File: config.mk
export PLATFORM = sky130hd
export DESIGN_NAME = arm_regfile_sb
export DESIGN_NICKNAME = d
export VERILOG_FILES = /design/src/rtl/arm_rf_pkg.sv /design/src/rtl/rf_sb_counter.sv /design/src/rtl/arm_regfile_sb.sv
export SDC_FILE = /design/constraint.sdc
export NUM_CORES = 2
export LEC_CHECK = 0
export ABC_AREA = 1
export CORE_MARGIN = 4
export CORE_UTILIZATION = 40
export DETAILED_ROUTE_END_ITERATION = 12
export SYNTH_ARGS = -nofsm -noshare
export SYNTH_HDL_FRONTEND = slang
export SYNTH_SLANG_ARGS = --single-unit
File: constraint.sdc
create_clock -name clk -period 28.3 [get_ports clk]
set_input_delay 7.075 -clock clk [delete_from_list [all_inputs] [get_ports clk]]
set_output_delay 7.075 -clock clk [all_outputs]
set_load 0.01 [all_outputs]
File: src/rtl/arm_rf_pkg.sv
// Shared defaults for the ARM register file / scoreboard slice.
package arm_rf_pkg;

  localparam int DEF_DATA_W       = 32;
  localparam int DEF_ADDR_W       = 4;
  localparam int DEF_N_READ       = 2;
  localparam int DEF_MAX_INFLIGHT = 3;
  localparam int DEF_NREG         = 2 ** DEF_ADDR_W;

  function automatic int cnt_width(input int max_inflight);
    return $clog2(max_inflight + 1);
  endfunction

  localparam int DEF_CNT_W = cnt_width(DEF_MAX_INFLIGHT);

endpackage

File: src/rtl/rf_sb_counter.sv
// Per-register in-flight writer counter; clr wins over dec but a same-cycle inc still lands.
module rf_sb_counter
  import arm_rf_pkg::*;
#(
  parameter int CNT_W = DEF_CNT_W,
  parameter int MAX   = DEF_MAX_INFLIGHT
) (
  input  logic             clk,
  input  logic             rst,
  input  logic             inc,
  input  logic             dec,
  input  logic             clr,
  output logic [CNT_W-1:0] cnt,
  output logic             nz,
  output logic             full
);

  logic [CNT_W-1:0] cnt_r;

  // outstanding-writer count update
  always_ff @(posedge clk or posedge rst) begin
    if (rst) begin
      cnt_r <= {CNT_W{1'b0}};
    end else if (clr) begin
      cnt_r <= inc ? CNT_W'(1) : {CNT_W{1'b0}};
    end else if (inc && !dec) begin
      cnt_r <= cnt_r + CNT_W'(1);
    end else if (dec && !inc) begin
      cnt_r <= cnt_r - CNT_W'(1);
    end else begin
      cnt_r <= cnt_r;
    end
  end

  assign cnt  = cnt_r;
  assign nz   = (cnt_r != {CNT_W{1'b0}});
  assign full = (cnt_r == CNT_W'(MAX));

endmodule

File: src/rtl/arm_regfile_sb.sv
// Register file with N_READ read ports and per-register RAW scoreboard.
// Optional write-back forwarding onto the read ports: define ARM_RF_BYPASS_EN.
module arm_regfile_sb
  import arm_rf_pkg::*;
#(
  parameter int DATA_W       = DEF_DATA_W,
  parameter int ADDR_W       = DEF_ADDR_W,
  parameter int N_READ       = DEF_N_READ,
  parameter int MAX_INFLIGHT = DEF_MAX_INFLIGHT
) (
  input  logic                       clk,
  input  logic                       rst,
  input  logic [N_READ*ADDR_W-1:0]   rd_addr,
  output logic [N_READ*DATA_W-1:0]   rd_data,
  output logic [N_READ-1:0]          rd_hazard,
  input  logic                       iss_en,
  input  logic [ADDR_W-1:0]          iss_addr,
  output logic                       iss_ready,
  input  logic                       wb_en,
  input  logic [ADDR_W-1:0]          wb_addr,
  input  logic [DATA_W-1:0]          wb_data,
  input  logic                       flush,
  output logic                       pend_any,
  output logic                       err
);

  localparam int NREG  = 2 ** ADDR_W;
  localparam int CNT_W = cnt_width(MAX_INFLIGHT);

  logic [DATA_W-1:0] regs_r [NREG];
  logic [CNT_W-1:0]  cnt_s  [NREG];
  logic [NREG-1:0]   nz_s;
  logic [NREG-1:0]   full_s;
  logic [NREG-1:0]   inc_s;
  logic [NREG-1:0]   dec_s;
  logic              err_set_s;
  logic              err_r;

  assign iss_ready = ~full_s[iss_addr];

  // a write-back during flush neither retires a writer nor counts as an error
  for (genvar r = 0; r < NREG; r++) begin : g_sb
    assign inc_s[r] = iss_en & iss_ready & (iss_addr == ADDR_W'(r));
    assign dec_s[r] = wb_en & ~flush & nz_s[r] & (wb_addr == ADDR_W'(r));

    rf_sb_counter #(
      .CNT_W (CNT_W),
      .MAX   (MAX_INFLIGHT)
    ) u_cnt (
      .clk  (clk),
      .rst  (rst),
      .inc  (inc_s[r]),
      .dec  (dec_s[r]),
      .clr  (flush),
      .cnt  (cnt_s[r]),
      .nz   (nz_s[r]),
      .full (full_s[r])
    );
  end

  assign err_set_s = (iss_en & ~iss_ready)
                   | (wb_en & ~flush & ~nz_s[wb_addr] & ~inc_s[wb_addr]);

  // register array: index values on reset, write-back always performed
  always_ff @(posedge clk or posedge rst) begin
    if (rst) begin
      for (int i = 0; i < NREG; i++) begin
        regs_r[i] <= DATA_W'(i);
      end
    end else if (wb_en) begin
      regs_r[wb_addr] <= wb_data;
    end else begin
      regs_r[wb_addr] <= regs_r[wb_addr];
    end
  end

  // sticky protocol error
  always_ff @(posedge clk or posedge rst) begin
    if (rst) begin
      err_r <= 1'b0;
    end else begin
      err_r <= err_r | err_set_s;
    end
  end

  assign err      = err_r;
  assign pend_any = |nz_s;

  for (genvar p = 0; p < N_READ; p++) begin : g_rd
    logic [ADDR_W-1:0] addr_s;
    assign addr_s = rd_addr[p*ADDR_W +: ADDR_W];

    // read mux; with forwarding the retiring writer no longer counts as pending
    always_comb begin
      rd_data[p*DATA_W +: DATA_W] = regs_r[addr_s];
      rd_hazard[p]                = (cnt_s[addr_s] != {CNT_W{1'b0}});
`ifdef ARM_RF_BYPASS_EN
      if (wb_en && (wb_addr == addr_s)) begin
        rd_data[p*DATA_W +: DATA_W] = wb_data;
        rd_hazard[p]                = (cnt_s[addr_s] > CNT_W'(1));
      end else begin
        rd_data[p*DATA_W +: DATA_W] = regs_r[addr_s];
        rd_hazard[p]                = (cnt_s[addr_s] != {CNT_W{1'b0}});
      end
`endif
    end
  end

endmodule

* After elaboration in Yosys (flattened, before gate mapping)
Cells that the tools add are included.
** Storage, ports and cells
- Register bits after elaboration :: 545
- Bits in latches :: 0
- Bits in writable memories :: 0
- ROM bits :: 0
- Input port bits :: 53
- Output and inout bits :: 69
- Word-level logic and storage cells :: 371
- Memories :: 0
** Cells by class
- Add/subtract/negate cells :: 32
- $mul :: 0
- Div/mod/pow operators :: 0
- Order comparisons :: 6
- Equal/unequal tests :: 46
- Shift operators :: 0
- Multiplexer cells :: 90
- Bitwise gates (word level) :: 62
- Reduce and logical (&&, ||, !) cells :: 102
** Operators by type and width (number)
- bitwise mux 512 bit :: 2
- 2-to-1 mux 512 bit :: 1
- binary-select mux 32 bit (select 4 bit) :: 3
- 2-to-1 mux 32 bit :: 7
- demux 32 bit (select 4 bit) :: 1
- 2-to-1 mux 2 bit :: 52
- == test 4 bit, second input constant :: 16
- bitwise AND 1 bit :: 53
- nonzero test 3 bit :: 16
- nonzero test 2 bit :: 18
- logical AND 1 bit :: 33
- adder 2 x 1 -> 2 bit, second input constant :: 16
- == test 2 bit, second input constant :: 16
- == test 4 x 3 -> 1 bit, second input constant :: 8
- logical NOT 1 bit :: 32
- subtractor 2 x 1 -> 2 bit, second input constant :: 16
- 2-to-1 mux 1 bit :: 19
- binary-select mux 2 bit (select 4 bit) :: 2
- == test 4 x 2 -> 1 bit, second input constant :: 4
- OR reduction 16 bit :: 1
- >= comparator 5 bit, second input constant :: 3
- inverter 4 -> 5 bit :: 3
- binary-select mux 1 bit (select 4 bit) :: 3
- less-than comparator 4 x 5 -> 1 bit, second input constant :: 2
- other kinds (5) :: 11

* Depth between registers and ports, before layout
- Depth in word-level cells :: 12
- Depth in mapped cells :: 16
- Mapped depth without buffers :: 15

* By module
Synthesis repeated with hierarchy kept, for this count alone.
** Unflattened totals
- Cells, all modules :: 5470
- Area, all modules :: 37139.4 µm²
** Modules (own cells, without submodules)
- arm_regfile_sb :: instances 1, cells an instance 5118, area an instance 34737.1 µm², seq. area each 12877.4 µm²
- rf_sb_counter :: instances 16, cells an instance 22, area an instance 150.1 µm², seq. area each 50.0 µm²

* Worst setup path after synthesis
Ideal clock, no wire load.
- Path kind :: in2out
- From :: in rd_addr[0]
- To :: out rd_data[10]
- Arrival :: 8.395 ns
- Required time :: 21.225 ns
- Path slack :: 12.830 ns
- Cell stages on the path :: 7
- Path buffers :: 3
- Cell sequence :: clkbuf_1 -> clkbuf_1 -> clkbuf_1 -> o21ai_0 -> o21ai_0 -> o22ai_1 -> o21ai_0
** Between the ends
- Cells in the longest elaborated chain, start to end :: 4
** RTL lines
- start, declared :: RTL line arm_regfile_sb.sv:13 : input logic [N_READ*ADDR_W-1:0] rd_addr,
- inverter 4 -> 5 bit (not written as such) :: RTL line arm_regfile_sb.sv:95 : rd_data[p*DATA_W +: DATA_W] = regs_r[addr_s];
- binary-select mux 32 bit (select 4 bit) :: RTL line arm_regfile_sb.sv:95
- 2-to-1 mux 32 bit (not written as such) (2 in series) :: RTL line arm_regfile_sb.sv:95
- end, declared :: RTL line arm_regfile_sb.sv:14 : output logic [N_READ*DATA_W-1:0] rd_data,
No other way between the ends. The select of a mux whose other input is x is not followed.

* Worst setup path after layout
- From :: in rd_addr[4]
- To :: out rd_data[42]
Same word-level chain as after synthesis.

==> impl_metrics.yaml <==
power:
  cellPowerDensity_mw_per_mm2: 70.5
  p_leak_nw: 16.1
  irDropWorstVdd_uv: 48.1
sta:
  period_needed_ps: 17490
  finalSetupViolCount: 0
  hold_viol: 0
  rsz0062_at_grt: "no"
  slew_headroom_pct: 16.3
  max_clock_freq_mhz: 57.2
  worst_slack_ps: 10810
  tns_ps: 0
  drv_slew: 0
  worst_pin_slew_ps: 1250
  fin_crit_sh_pct: 61.8
  finClkSkew_ps: 20.0
run:
  drv_cap: 0
synth:
  ys_ff_latch: 545
  yosysTopAreaCell: "dfrtp_1"
  syn_area_per_cell_sq_um: 7.06
  synth-warning-count: 0
  syn_nets: 5090
  synthTopCellsByCount: "nand2_1 (852), o21ai_0 (689), a21oi_1 (516)"
  synth_edf_count: 0
  synth_top_area_share_pct: 36.1
  synthTopCellsByArea: "dfrtp_1 (36%), o21ai_0 (9.7%), nand2_1 (9.0%)"
  netlist_instances: 5037
  synth.most_common_cell: "nand2_1"
  synthFlopType: "dfrtp_1"
  ys_seq_area_share_pct: 38.5
  synth.distinct_cells: 37
  synthArstFlopShare_pct: 100
  syn-cell-area_sq_mm: 0.0356
clocking:
  cts_max_path_buffers: 3
  cts-hold-fix-buffers: 0
  clock_sinks: 545
  tritoncts: "built"
  htreeDepth: 3
  cts_setup_buffers: 0
  numCtsBuffers: 67
  cts-root-buf: "clkbuf_16"
  clk_latency_ps: 620
  path_clk_slew_ps: 50
  cts_resized: 0
status:
  outcome: "finished, final reports clean"
worst_setup_path:
  r2r_cells: 12
  cp-start-kind: "input pin"
  worstSetupPathType: "input pin to primary output"
  crit_fanout: 159
  worstPathRequired_ps: 21220
  rrSetupSlack_ps: 25650
  worstReg2RegStart: "g_sb[15].u_cnt.cnt[0]"
  setup.worst_path.end_class: "primary output"
  crit_arrival_ps: 10420
  reg2reg_to: "g_sb[7].u_cnt.cnt[1]"
min_path:
  holdPathStages: 2
  hp-class: "flop to flop"
  min_to: "err"
  worst_hold_startpoint: "err"
floorplanning:
  die_x_microns: 306
  fp.dieH_microns: 306
  core_area_sq_mm: 0.0882
  ioPinCount: 122
  start_util_pct: 40.3
  num_rows: 109
  die-area_sq_mm: 0.0937
grt:
  grt_use_total_pct: 31.0
  grt_pass1_vias: 34600
  grt-ovfl-total: 0
  grt_start_max_net_pins: 177
  grt_pass1_wl_mm: 225
  antenna_found_initial: 0
placed_design:
  portBuffers: 121
  place.gp.congestion: 0.841
  dp_slack_ps: 10920
  dp_hpwl_mm: 76.7
cells_and_area:
  antennaDiodeCount: 0
  seqCellArea_sq_mm: 0.0137
  num-fill-cells: 8930
  drive_above_1_share_pct: 6.97
  syn2layout_area_growth_pct: 9.88
  layout.nets: 4837
  multi_input_area_sq_mm: 0.0181
drt:
  drt_pass1_iterations: 6
  viasPerCell: 6.28
  drt_wl_total_mm: 151
  drtAntennaViolNets: 0
  wl_per_cell_microns: 25.2
  drt-initial-drc-count: 5064
  vias: 37700
  route.detailed.drc: 0
==> critical path, stage by stage <==
cell and delay (ps):
buf_8 200, inv_8 700, buf_4 960, nor2_1 60, o21ai_0 280, o22ai_1 100
o21ai_0 270, clkdlybuf4s50_1 610
==> cell type report <==
type	instances	share of cell area, %
clock buffers	96	4.93
inverters	485	4.77
multi-input cells	3499	46.4
repair buffers	186	4.44
clock inverters	22	0.679
well taps	1165	3.73
flip-flops and latches	545	35.0
==> sequential cells by signal (all words and copies together) (netlist names) <==
name and flops:
g_sb.u_cnt.cnt 32, err 1, regs_r 512
==> how the worst max path moves through the flow <==
stage / from / to / slack [ps] / depth (start not counted)
finish: rd_addr[4] / rd_data[42] / 10810 / 8
floorplan: rst / err / 6040 / 1
CTS: rd_addr[4] / rd_data[42] / 10920 / 8
global route: rd_addr[4] / rd_data[42] / 10640 / 8
global placement: rd_addr[4] / rd_data[42] / 10880 / 8
detailed placement: rd_addr[4] / rd_data[42] / 10920 / 8
==> per-layer routing <==
layer	wire, microns	track usage, %	part of all wire (%)	up-vias
li1	-	-	-	17200
met1	61900	43.3	41	17700
met2	65700	47.7	44	2382
met3	16800	5.52	11	416
met4	6640	12.5	4.4	0
met5	0	0	0	-
==> logic make-up (layout without fill, tap and decap cells) <==
logic type / count (synthesis) / count (layout) / share of synthesized area, %
AO/OA/AOI/OAI: 1945 / 1945 / 31.2
buffers and inverters: 993 / 789 / 10.9
AND/OR/NAND/NOR: 1549 / 1549 / 19.3
multiplexers: 5 / 5 / 0.141
flip-flops: 545 / 545 / 38.5
==> power breakdown <==
group,switching (mW),total (mW),internal [mW]
Combinational,0.508,0.789,0.282
Sequential,0.112,1.08,0.969
Clock,0.365,0.885,0.520
Total,0.985,2.76,1.77
==> metrics by stage <==
step | utilization, % | std cells | area, sq um | total power [mW] | hold WS [ps]
finish | 44.3 | 5998 | 39100 | 2.76 | 488
global route | 44.3 | 5998 | 39100 | 2.90 | 505
detailed placement | 41.8 | 5880 | 36900 | 1.86 | 480
floorplan | - | 5037 | 35600 | 1.63 | 459
CTS | 44.3 | 5998 | 39100 | 2.75 | 491
global placement | 41.8 | 5880 | 36900 | 1.84 | 479
==> cells in the final DEF (no fill, tap or decap), types with 42 or more instances in the layout <==
cell,synthesis,layout
a21oi_1,516,516
nand2_1,852,850
dfrtp_1,513,513
o22ai_1,498,498
nand3_1,419,419
a22oi_1,64,64
o221ai_1,64,64
clkbuf_16,0,68
nand4_1,42,42
inv_1,473,461
buf_4,27,64
o21ai_0,689,689
clkdlybuf4s50_1,0,113
nor2_1,134,120
or2_2,44,44
Power figures use the tool's default switching activity.
